<file path="config.mk">
export PLATFORM = sky130hd
export DESIGN_NAME = load_unit_ctrl
export DESIGN_NICKNAME = d
export VERILOG_FILES = /design/src/rtl/load_unit_ctrl.sv
export SDC_FILE = /design/constraint.sdc
export NUM_CORES = 1
export LEC_CHECK = 0
export ABC_AREA = 1
export BUFFER_PORTS_ARGS = -buffer_cell sky130_fd_sc_hd__buf_2
export CAP_MARGIN = 10
export CELL_PAD_IN_SITES_DETAIL_PLACEMENT = 0
export CELL_PAD_IN_SITES_GLOBAL_PLACEMENT = 1
export CORE_ASPECT_RATIO = 1.4
export CORE_MARGIN = 8
export CORE_UTILIZATION = 38
export DETAILED_ROUTE_END_ITERATION = 10
export GPL_TIMING_DRIVEN = 0
export PLACE_DENSITY_LB_ADDON = 0.1
export SLEW_MARGIN = 20
export SYNTH_ARGS = -nofsm -noshare
export SYNTH_HDL_FRONTEND = slang
export SYNTH_SLANG_ARGS = --single-unit
</file>
<file path="constraint.sdc">
create_clock -name clk -period 3.9 [get_ports clk]
set_input_delay 0.78 -clock clk [delete_from_list [all_inputs] [get_ports clk]]
set_output_delay 0.78 -clock clk [all_outputs]
set_load 0.005 [all_outputs]
</file>
<file path="src/rtl/load_unit_ctrl.sv">
// RV64I MEM-stage load sequencer: one or two aligned 64-bit reads, byte extraction and extension.
// Define MISALIGN_SPLIT_EN to service loads crossing an 8-byte boundary; otherwise they raise ld_misaligned.
module load_unit_ctrl (
    input  logic        clk,
    input  logic        rst_n,
    input  logic        ld_valid,
    output logic        ld_ready,
    input  logic [63:0] ld_addr,
    input  logic [2:0]  ld_func3,
    input  logic [4:0]  ld_rd,
    input  logic        flush,
    output logic        mem_req,
    output logic [63:0] mem_addr,
    input  logic        mem_gnt,
    input  logic        mem_rvalid,
    input  logic [63:0] mem_rdata,
    output logic        wb_valid,
    output logic [4:0]  wb_rd,
    output logic [63:0] wb_data,
    output logic        ld_misaligned
);

    localparam int unsigned XLEN = 64;

    typedef enum logic [2:0] {
        IDLE  = 3'd0,
        REQ0  = 3'd1,
        WAIT0 = 3'd2,
        REQ1  = 3'd3,
        WAIT1 = 3'd4,
        RESP  = 3'd5,
        DRAIN = 3'd6
    } state_e;

    state_e            state_q, state_d;
    logic [2:0]        offset_q, offset_d;
    logic [2:0]        func3_q, func3_d;
    logic [4:0]        rd_q, rd_d;
    logic              mem_req_q, mem_req_d;
    logic [XLEN-1:0]   mem_addr_q, mem_addr_d;
    logic [XLEN-1:0]   wb_data_q, wb_data_d;
    logic [4:0]        wb_rd_q, wb_rd_d;
    logic              misaligned_q, misaligned_d;
    logic              hs_c;
    logic              split_c;
`ifdef MISALIGN_SPLIT_EN
    logic              split_q, split_d;
    logic [XLEN-1:0]   beat0_q, beat0_d;
`endif

    // Shift the two-beat window down to the addressed byte, then extend per func3.
    function automatic logic [XLEN-1:0] extract(input logic [XLEN-1:0] b1,
                                                input logic [XLEN-1:0] b0,
                                                input logic [2:0]      off,
                                                input logic [2:0]      f3);
        logic [XLEN-1:0] raw;
        logic [XLEN-1:0] res;
        raw = XLEN'({b1, b0} >> {off, 3'b000});
        case (f3)
            3'b000:  res = {{56{raw[7]}},  raw[7:0]};
            3'b001:  res = {{48{raw[15]}}, raw[15:0]};
            3'b010:  res = {{32{raw[31]}}, raw[31:0]};
            3'b011:  res = raw;
            3'b100:  res = {56'd0, raw[7:0]};
            3'b101:  res = {48'd0, raw[15:0]};
            3'b110:  res = {32'd0, raw[31:0]};
            default: res = '0;
        endcase
        return res;
    endfunction

    assign hs_c    = (state_q == IDLE) && ld_valid && !flush;
    assign split_c = (5'(ld_addr[2:0]) + (5'd1 << ld_func3[1:0])) > 5'd8;

    always_ff @(posedge clk or negedge rst_n) begin
        if (!rst_n) begin
            state_q      <= IDLE;
            offset_q     <= '0;
            func3_q      <= '0;
            rd_q         <= '0;
            mem_req_q    <= 1'b0;
            mem_addr_q   <= '0;
            wb_data_q    <= '0;
            wb_rd_q      <= '0;
            misaligned_q <= 1'b0;
`ifdef MISALIGN_SPLIT_EN
            split_q      <= 1'b0;
            beat0_q      <= '0;
`endif
        end else begin
            state_q      <= state_d;
            offset_q     <= offset_d;
            func3_q      <= func3_d;
            rd_q         <= rd_d;
            mem_req_q    <= mem_req_d;
            mem_addr_q   <= mem_addr_d;
            wb_data_q    <= wb_data_d;
            wb_rd_q      <= wb_rd_d;
            misaligned_q <= misaligned_d;
`ifdef MISALIGN_SPLIT_EN
            split_q      <= split_d;
            beat0_q      <= beat0_d;
`endif
        end
    end

    // Next state and datapath; flush is checked before every other event.
    always_comb begin
        state_d      = state_q;
        offset_d     = offset_q;
        func3_d      = func3_q;
        rd_d         = rd_q;
        mem_addr_d   = mem_addr_q;
        wb_data_d    = wb_data_q;
        wb_rd_d      = wb_rd_q;
        misaligned_d = 1'b0;
`ifdef MISALIGN_SPLIT_EN
        split_d      = split_q;
        beat0_d      = beat0_q;
`endif
        case (state_q)
            IDLE: begin
                if (hs_c) begin
                    offset_d = ld_addr[2:0];
                    func3_d  = ld_func3;
                    rd_d     = ld_rd;
`ifdef MISALIGN_SPLIT_EN
                    split_d  = split_c;
                    if (ld_func3 == 3'b111) begin
                        state_d   = RESP;
                        wb_data_d = '0;
                        wb_rd_d   = ld_rd;
                    end else begin
                        state_d    = REQ0;
                        mem_addr_d = {ld_addr[63:3], 3'b000};
                    end
`else
                    if (ld_func3 == 3'b111) begin
                        state_d   = RESP;
                        wb_data_d = '0;
                        wb_rd_d   = ld_rd;
                    end else if (split_c) begin
                        misaligned_d = 1'b1;
                    end else begin
                        state_d    = REQ0;
                        mem_addr_d = {ld_addr[63:3], 3'b000};
                    end
`endif
                end
            end
            REQ0: begin
                if (flush)        state_d = mem_gnt ? DRAIN : IDLE;
                else if (mem_gnt) state_d = WAIT0;
            end
            WAIT0: begin
                if (flush) begin
                    state_d = mem_rvalid ? IDLE : DRAIN;
                end else if (mem_rvalid) begin
`ifdef MISALIGN_SPLIT_EN
                    if (split_q) begin
                        beat0_d    = mem_rdata;
                        state_d    = REQ1;
                        mem_addr_d = mem_addr_q + 64'd8;
                    end else begin
                        state_d   = RESP;
                        wb_data_d = extract('0, mem_rdata, offset_q, func3_q);
                        wb_rd_d   = rd_q;
                    end
`else
                    state_d   = RESP;
                    wb_data_d = extract('0, mem_rdata, offset_q, func3_q);
                    wb_rd_d   = rd_q;
`endif
                end
            end
`ifdef MISALIGN_SPLIT_EN
            REQ1: begin
                if (flush)        state_d = mem_gnt ? DRAIN : IDLE;
                else if (mem_gnt) state_d = WAIT1;
            end
            WAIT1: begin
                if (flush) begin
                    state_d = mem_rvalid ? IDLE : DRAIN;
                end else if (mem_rvalid) begin
                    state_d   = RESP;
                    wb_data_d = extract(mem_rdata, beat0_q, offset_q, func3_q);
                    wb_rd_d   = rd_q;
                end
            end
`endif
            RESP:    state_d = IDLE;
            DRAIN: begin
                if (mem_rvalid) state_d = IDLE;
            end
            default: state_d = IDLE;
        endcase
        mem_req_d = (state_d == REQ0) || (state_d == REQ1);
    end

    assign ld_ready      = (state_q == IDLE) && !flush;
    assign wb_valid      = (state_q == RESP) && !flush;
    assign mem_req       = mem_req_q;
    assign mem_addr      = mem_addr_q;
    assign wb_rd         = wb_rd_q;
    assign wb_data       = wb_data_q;
    assign ld_misaligned = misaligned_q;

endmodule
</file>
-- Word-level counts from Yosys, hierarchy flattened
Cells that the tools add are included.
- flip-flop bits (word level): 146
- input bits: 142
- word-level logic and storage cells: 70
- $add $sub $neg: 1
- order comparisons: 1
- eq/ne operators: 17
- shift operators: 2
- mux-type cells: 26
- bitwise operators: 2
- reductions and logical operators: 12
- operator list (operator ; count):
    $pmux W64 S7 ; 1
    $mux W64 ; 4
    $pmux W64 S2 ; 1
    $shr A64 B6 Y64 ; 1
    $mux W3 ; 10
    $mux W5 ; 4
    $eq A3 B3 Y1 const B ; 6
    $eq A3 B2 Y1 const B ; 4
    $pmux W3 S4 ; 1
    $pmux W5 S2 ; 1
    $eq A3 B1 Y1 const B ; 3
    $logic_not A3 Y1 ; 2
    $ne A2 B2 Y1 const B ; 3
    $add A3 B5 Y5 ; 1
    $gt A5 B4 Y1 const B ; 1
    $reduce_and A5 Y1 ; 1
    $shl A1 B2 Y5 const A ; 1
    $logic_and A1 B1 Y1 ; 4
    $mux W1 ; 4
    $reduce_and A4 Y1 ; 1
    $ne A2 B1 Y1 const B ; 1
    $not A1 Y1 ; 2
    $reduce_and A2 Y1 ; 1
    $reduce_bool A2 Y1 ; 1
    2 further kinds ; 2

-- Longest topological paths before layout
Gate-level depths: netlist of run 1.
- word-level depth: 9
- gate-level depth with buffers: 13

-- Worst setup path before layout of run 1
OpenSTA, ideal clock, no wires.
- path kind: input-to-reg
- from: input port ld_func3[0]
- to: register mem_addr_q[3] (netlist: mem_addr[3])
- library setup time: 135 ps
- data arrival time: 2298 ps
- path slack: 1468 ps
- stages: 10
- buffers on the path: 1
- cells stage by stage: nor2_1 -> ha_1 -> inv_1 -> fa_1 -> xor2_1 -> nand3b_1 -> nand3_1 -> nand3_2 -> clkbuf_1 -> o21ai_0
- word-level cells in the longest chain between the ends: 5
- ends and longest elaborated chain (element ; line ; text):
    from (decl) ; 9 ; input logic [2:0] ld_func3,
    $shl A1 B2 Y5 ; 73 ; assign split_c = (5'(ld_addr[2:0]) + (5'd1 << ld_func3[1:0])) > 5'd8;
    $add A3 B5 Y5 ; 73 ;
    $gt A5 B4 Y1 ; 73 ;
    $not A1 Y1 (no source line) ; - ;
    $reduce_and A4 Y1 (no source line) * ; - ;
    to (signal assigned) ; 96 ; mem_addr_q <= mem_addr_d;
    to (decl) ; 40 ; logic [XLEN-1:0] mem_addr_q, mem_addr_d;
Mark *: on every way between the ends. The rest lies on a longest branch, timed or not.
A chain may end at the register's enable or synchronous reset.

-- Final worst setup path of run 1
- from: input port ld_func3[0]
- to: register mem_addr_q[38] (netlist: mem_addr[38])
Same word-level chain as after synthesis.

==> flow_summary.json, run 1 <==
{
  "min_period_ps": 2520,
  "antenna_found_initial": 1,
  "layout_common_cells": "476 x nand2_1, 303 x buf_2, 146 x dfrtp_1",
  "overflow": 0,
  "drive_gt1_share_pct": 27.07,
  "max_cap_violations": 0,
  "relSlewSlack_pct": 51.06,
  "syn_area_sq_mm": 0.008278,
  "reg2reg_from": "func3_q[1]$_DFFE_PN0P_",
  "clock_tree.htree_level_count": 4,
  "ir_drop_uv": 433.5,
  "vias": 8782,
  "worst_ep_arrival_time_ps": 2830,
  "route.detailed.drc": 0,
  "power_density_mw_per_mm2": 817.4,
  "fin_setup_tns_ps": 0,
  "holdWs_ps": 290.1,
  "p_comb_share_pct": 50.8,
  "die_h_microns": 190.6,
  "rows": 64,
  "p_clk_share_pct": 20.2,
  "fmax_mhz": 396.8,
  "min_period_over_period_pct": 64.62,
  "p_seq_share_pct": 29.0,
  "yosysWarnings": 0,
  "ys_seq_area_share_pct": 44.14,
  "status": "finished clean",
  "dp.cells": 1692,
  "cts.sinks": 146,
  "path_clk_slew_ps": 60,
  "hold_path_class": "input port to async pin",
  "regArea_sq_mm": 0.003654,
  "floorplan.initialDensity_pct": 38.29,
  "root_buffer": "clkbuf_16",
  "regToRegEndpoint": "wb_data[39]$_DFFE_PN0P_",
  "p_sw_share_pct": 45.03,
  "fillers": 2332,
  "grt_pass1_vias": 9195,
  "leakagePower_uw": 0.006175,
  "hpwl_mm": 27.58,
  "yosysUniqueCellTypes": 35,
  "grt-busiest-layer": "met2",
  "finClkSkew_ps": 10.24,
  "use_met2_pct": 46.90,
  "hold_viol": 0,
  "rsz0062_at_grt": "no",
  "cts_buffer_depth": 2,
  "p_sw_uw": 3917,
  "num-nets-final": 1593,
  "drt_wl_total_mm": 34.43,
  "fin_cells": 1724,
  "worstPathMaxFanout": 10,
  "worst_setup_path_start_kind": "input port",
  "ios": 279,
  "cp.required_ps": 4210,
  "reg2reg_depth": 7,
  "cts_tree": "done",
  "p_int_uw": 4782,
  "syn_to_final_growth_pct": 28.55,
  "fp.dieW_microns": 140.7,
  "dr.pass1.iters": 5,
  "multi_input_area_sq_mm": 0.003781,
  "mostFrequentLayoutCell": "nand2_1",
  "viasPerCell": 5.094,
  "numPortBuffers": 275,
  "grt_use_total_pct": 25.82,
  "grt_use_met1_pct": 26.69,
  "drt-initial-drc-count": 527,
  "ant_nets": 0,
  "timing.reg2reg.setup_slack_ps": 1600,
  "post_cts_buffers": 0,
  "grt_use_met3_pct": 6.891,
  "avgSynthCellArea_sq_um": 7.198,
  "post_cts_resized": 0,
  "worstSetupPathType": "input port to flop",
  "cts_made_buffers": 17,
  "fin_ws_ps": 1380,
  "detail_route.wl_per_cell_microns": 19.97,
  "setup_viol": 0,
  "coreArea_sq_mm": 0.02162,
  "worstSetupEndpointType": "flop",
  "syn_inst": 1150,
  "grt_pass1_wl_mm": 52.16,
  "gp_congestion": 0.9800,
  "clk-insertion-delay-late_ps": 440,
  "ys_ff_latch": 146,
  "slew_violations": 0,
  "cts_hold_buffers": 0,
  "grt_max_degree": 75,
  "tightest_slew_ps": 734.1,
  "pre_cts_ws_ps": 869.9,
  "fp.dieArea_sq_mm": 0.02683
}
worst max path at each step:
stage,startpoint,end,cells after the start
after global placement,rst_n,mem_addr[40]$_DFFE_PN0P_,1
final,ld_func3[0],mem_addr[38]$_DFFE_PN0P_,11
after floorplan,ld_func3[0],mem_addr[3]$_DFFE_PN0P_,10
after detailed placement,ld_func3[0],mem_addr[36]$_DFFE_PN0P_,11
after global routing,ld_func3[0],mem_addr[39]$_DFFE_PN0P_,11
after CTS,ld_func3[0],mem_addr[36]$_DFFE_PN0P_,11
power by group through the flow:
stage	logic, uW	clock network, uW	registers [uW]
after floorplan	2430	0	2580
after CTS	4420	1790	2530
after global placement	4410	0	2520
after detailed placement	4410	0	2540
final	4420	1750	2520
after global routing	4900	1840	2610
Yosys cell counts:
cell type	instances	area (sq um)
nand2_1	476	1787
dfrtp_1	146	3654
inv_1	99	371.6
o21ai_0	81	405.4
nand3_1	61	305.3
o21ai_1	43	215.2
nand4_1	41	256.5
buf_2	29	145.1
clkbuf_1	28	105.1
o211ai_1	26	195.2
a21oi_1	23	115.1
o21ai_2	21	183.9
nor2_1	15	56.30
buf_6	11	123.9
buf_4	8	60.06
inv_2	7	26.28
buf_1	5	18.77
nand3_2	4	40.04
ha_1	3	37.54
nand2_2	3	18.77
nor3_1	3	15.01
or2_2	3	18.77
nor2_2	2	12.51
a21boi_0	1	7.510
a21oi_2	1	8.760
conb_1	1	3.750
fa_1	1	20.02
mux2i_1	1	10.01
nand2_4	1	11.26
nand3b_1	1	7.510
nor2_4	1	11.26
nor3_2	1	10.01
nor4_1	1	6.260
o22ai_1	1	6.260
xor2_1	1	8.760
flip-flops by register name, indices dropped and copies added, names as in the netlist:
name,count
wb_data,64
mem_req,1
mem_addr,61
ld_misaligned,1
wb_rd,5
rd_q,5
state_q,3
func3_q,3
offset_q,3
cell families after synthesis:
logic type / after synthesis / share of synthesized area (%)
flip-flops: 146 / 44.14
adder cells (fa/ha/maj): 4 / 0.6953
AND/OR/NAND/NOR: 613 / 30.88
AO/OA/AOI/OAI: 197 / 13.74
multiplexers: 1 / 0.1209
buffers and inverters: 187 / 10.28
other: 1 / 0.04530
XOR/XNOR: 1 / 0.1058
worst max-delay path, cell delays in order:
cell and delay, ps:
buf_2 130, nor2_1 150, ha_1 190, inv_1 60, fa_1 420, xor2_1 150
nand3b_1 90, nand3_1 130, nand3_2 180, clkbuf_1 420, o21ai_1 110
layer usage:
layer,up-vias,routed length [microns]
met3,66,2207
met2,316,17970
met4,0,1574
li1,4273,-
met1,4127,12680
met5,-,0
layout make-up:
| class | count | share of cell area, % |
|---|---|---|
| Clock buffer | 22 | 4.268 |
| Buffer | 81 | 4.256 |
| Inverter | 106 | 3.739 |
| Clock inverter | 9 | 1.458 |
| Sequential cell | 146 | 34.33 |
| Antenna cell | 1 | 0.02352 |
| Multi-Input combinational cell | 819 | 35.53 |
| Tap cell | 264 | 3.104 |
| Timing Repair Buffer | 276 | 13.29 |
stage by stage:
step / utilization [%] / cell area, sq um / total power, uW
CTS: 49.21 / 10640 / 8739
detailed placement: 46.39 / 10030 / 6947
global placement: 46.22 / 9992 / 6931
global route: 49.22 / 10640 / 9356
floorplan: - / 8285 / 5012
finish: 49.22 / 10640 / 8698
Power figures use the tool's default switching activity.
==> inputs of run 2 (changes only) <==
- ABC_AREA: 1 -> 0
- clock period: 3.9 -> 2.4 ns (I/O delays scaled with it)
==> run 2 against run 1 <==
Critical path depth decreased by 4; wire length is 22% lower; combinational power increased by 41%.
==> flow_summary.json, run 2 <==
{
  "ir_drop_uv": 569.4,
  "grt_pass1_wl_mm": 41.41,
  "ys_ff_latch": 146,
  "grt_pass1_vias": 7122,
  "finClkSkew_ps": 8.693,
  "hold_path_class": "input port to flop",
  "yosysWarnings": 0,
  "setup_viol": 0,
  "drive_gt1_share_pct": 43.45,
  "ys_seq_area_share_pct": 48.46,
  "mostFrequentLayoutCell": "buf_2",
  "relSlewSlack_pct": 55.00,
  "power_uw": 13070,
  "synthFlopType": "dfrtp_1",
  "vias": 6661,
  "floorplan.initialDensity_pct": 38.28,
  "rsz0062_at_grt": "yes",
  "power_density_mw_per_mm2": 1280,
  "yosysUniqueCellTypes": 50,
  "cp.required_ps": 2710,
  "grt_max_degree": 98,
  "antenna_found_initial": 0,
  "clk-insertion-delay-late_ps": 430,
  "root_buffer": "clkbuf_16",
  "dp.cells": 1230,
  "synth_top_area_cell": "dfrtp_1",
  "largest_register_ffs": 64,
  "num-nets-final": 1148,
  "detail_route.wl_per_cell_microns": 21.27,
  "cts_made_buffers": 17,
  "worstSetupPathType": "flop to flop",
  "cts_tree": "done",
  "fp.dieW_microns": 135.0,
  "pre_cts_ws_ps": -627.3,
  "synth.most_common_cell": "dfrtp_1",
  "drt_wl_total_mm": 26.95,
  "hold_viol": 0,
  "max_cap_violations": 0,
  "tightest_slew_ps": 672.1,
  "dr.pass1.iters": 5,
  "slew_violations": 0,
  "min_period_ps": 2387,
  "viasPerCell": 5.257,
  "layout_common_cells": "281 x buf_2, 146 x dfrtp_1, 78 x nand2_1",
  "overflow": 0,
  "clock_tree.htree_level_count": 4,
  "min_period_over_period_pct": 99.44,
  "worst_ep_arrival_time_ps": 2700,
  "avgSynthCellArea_sq_um": 10.77,
  "worst_setup_path_start_kind": "flop",
  "worstPathMaxFanout": 10,
  "antennaDiodeCount": 0,
  "fin_util_pct": 51.88,
  "rows": 61,
  "route.detailed.drc": 0,
  "fin_cells": 1267,
  "synthTopCellsByCount": "146 x dfrtp_1, 79 x mux2_2, 78 x nand2_1, 50 x mux2i_1, 44 x a211oi_1",
  "path_clk_slew_ps": 70,
  "fmax_mhz": 419.0,
  "ios": 279,
  "ant_nets": 0,
  "die_h_microns": 182.7,
  "leakagePower_uw": 0.004870,
  "coreArea_sq_mm": 0.01969,
  "fillers": 1906,
  "synthTopCellsByArea": "dfrtp_1 48%, mux2_2 12%, mux2i_1 6.6%, a211oi_1 4.4%, nand2_1 3.9%",
  "async_flop_share_pct": 100.0,
  "status": "finished clean",
  "worstSetupEndpointType": "flop",
  "syn_to_final_growth_pct": 35.52,
  "syn_inst": 700,
  "grt_use_total_pct": 21.80,
  "gp_congestion": 0.9337,
  "hpwl_mm": 21.47,
  "fp.dieArea_sq_mm": 0.02467,
  "drt-initial-drc-count": 348,
  "syn_area_sq_mm": 0.007538,
  "cts.sinks": 146,
  "cts_buffer_depth": 2,
  "numPortBuffers": 275,
  "fin_ws_ps": 13.45,
  "synthDominantCellAreaShare_pct": 48.46,
  "synth_edf_count": 0
}
==> run 2: changes by cell type after synthesis, moves of 16 or more <==
cell,previous run,this run
mux2_2,0,79
nand3_1,61,4
mux2i_1,1,50
nand4_1,41,0
buf_2,29,10
nor2b_1,0,18
a211oi_1,0,44
o21ai_0,81,36
nand2_1,476,78
a221o_1,0,16
o211ai_1,26,7
o21ai_2,21,0
inv_1,99,6
==> run 2: worst paths after layout <==
check | from | to | slack (ps) | cells past startpoint
min | mem_rvalid | state_q[1]$_DFF_PN0_ | 260 | 2
min in group asynchronous | rst_n | mem_addr[25]$_DFFE_PN0P_ | 550 | 2
max | offset_q[1]$_DFFE_PN0P_ | wb_data[18]$_DFFE_PN0P_ | 10 | 7
max reg2reg | offset_q[1]$_DFFE_PN0P_ | wb_data[18]$_DFFE_PN0P_ | 10 | 7
max in group asynchronous | rst_n | func3_q[2]$_DFFE_PN0P_ | 1030 | 3
min reg2reg | wb_rd[2]$_DFFE_PN0P_ | wb_rd[2]$_DFFE_PN0P_ | 480 | 2
==> run 2: logic make-up (layout without fill, tap and decap cells) <==
logic type / Yosys count / count (layout) / synth area share, %
AND/OR/NAND/NOR: 161 / 161 / 10.26
adder cells (fa/ha/maj): 4 / 4 / 0.7635
other: 1 / 3 / 0.04974
XOR/XNOR: 1 / 1 / 0.1162
flip-flops: 146 / 146 / 48.46
AO/OA/AOI/OAI: 189 / 189 / 17.01
multiplexers: 131 / 131 / 19.04
buffers and inverters: 67 / 380 / 4.299
==> run 2: what timing repair did <==
item / CTS / global route
hold endpoints to repair: 49 / 0
resized for setup: 5 / 38
hold buffers: 1 / 0
pin swaps: 1 / 4
buffers inserted: 1 / 1
gates cloned: 0 / 2
endpoints found under the setup margin: 94 / 112
==> run 2: cell type report <==
class,count,area (sq um),share of cell area (%)
Buffer,61,371.6,3.637
Clock buffer,18,439.2,4.299
Clock inverter,14,158.9,1.555
Inverter,6,22.52,0.2205
Multi-Input combinational cell,489,3741,36.62
Sequential cell,146,3654,35.76
Tap cell,252,315.3,3.086
Timing Repair Buffer,281,1514,14.82
==> run 2: stage by stage <==
stage                     hold slack [ps]  TNS, ps  area, sq um
final                               261.9        0        10220
after global routing                266.8    -1419        10220
after CTS                           253.9        0        10030
after detailed placement            413.1   -38730         9385
after global placement              460.6  -233040         9343
after floorplan                     184.4    -7573         7651
==> run 2: report_power, final <==
group          total [uW]  leakage (uW)  switching [uW]  internal (uW)
clock network        2720      0.000289            1210           1510
registers            4100       0.00185             573           3530
logic                6250       0.00273            3420           2840
total               13100       0.00487            5200           7870
==> run 2: routing by layer <==
layer  global-route usage [%]  vias to the layer above  routed length, microns
li1                         -                     3186                       -
met4                    8.333                        0                     869
met3                    5.366                       39                    1860
met1                    24.91                     3196                   10630
met5                        0                        -                       0
met2                    38.18                      240                   13590
==> run 2: worst max-delay path, stage by stage, from the launching register on <==
cell and delay, ps:
dfrtp_1 320, buf_4 150, buf_6 150, buf_2 310, mux2_2 400, o21ai_0 380
o22ai_1 200, a221o_1 350
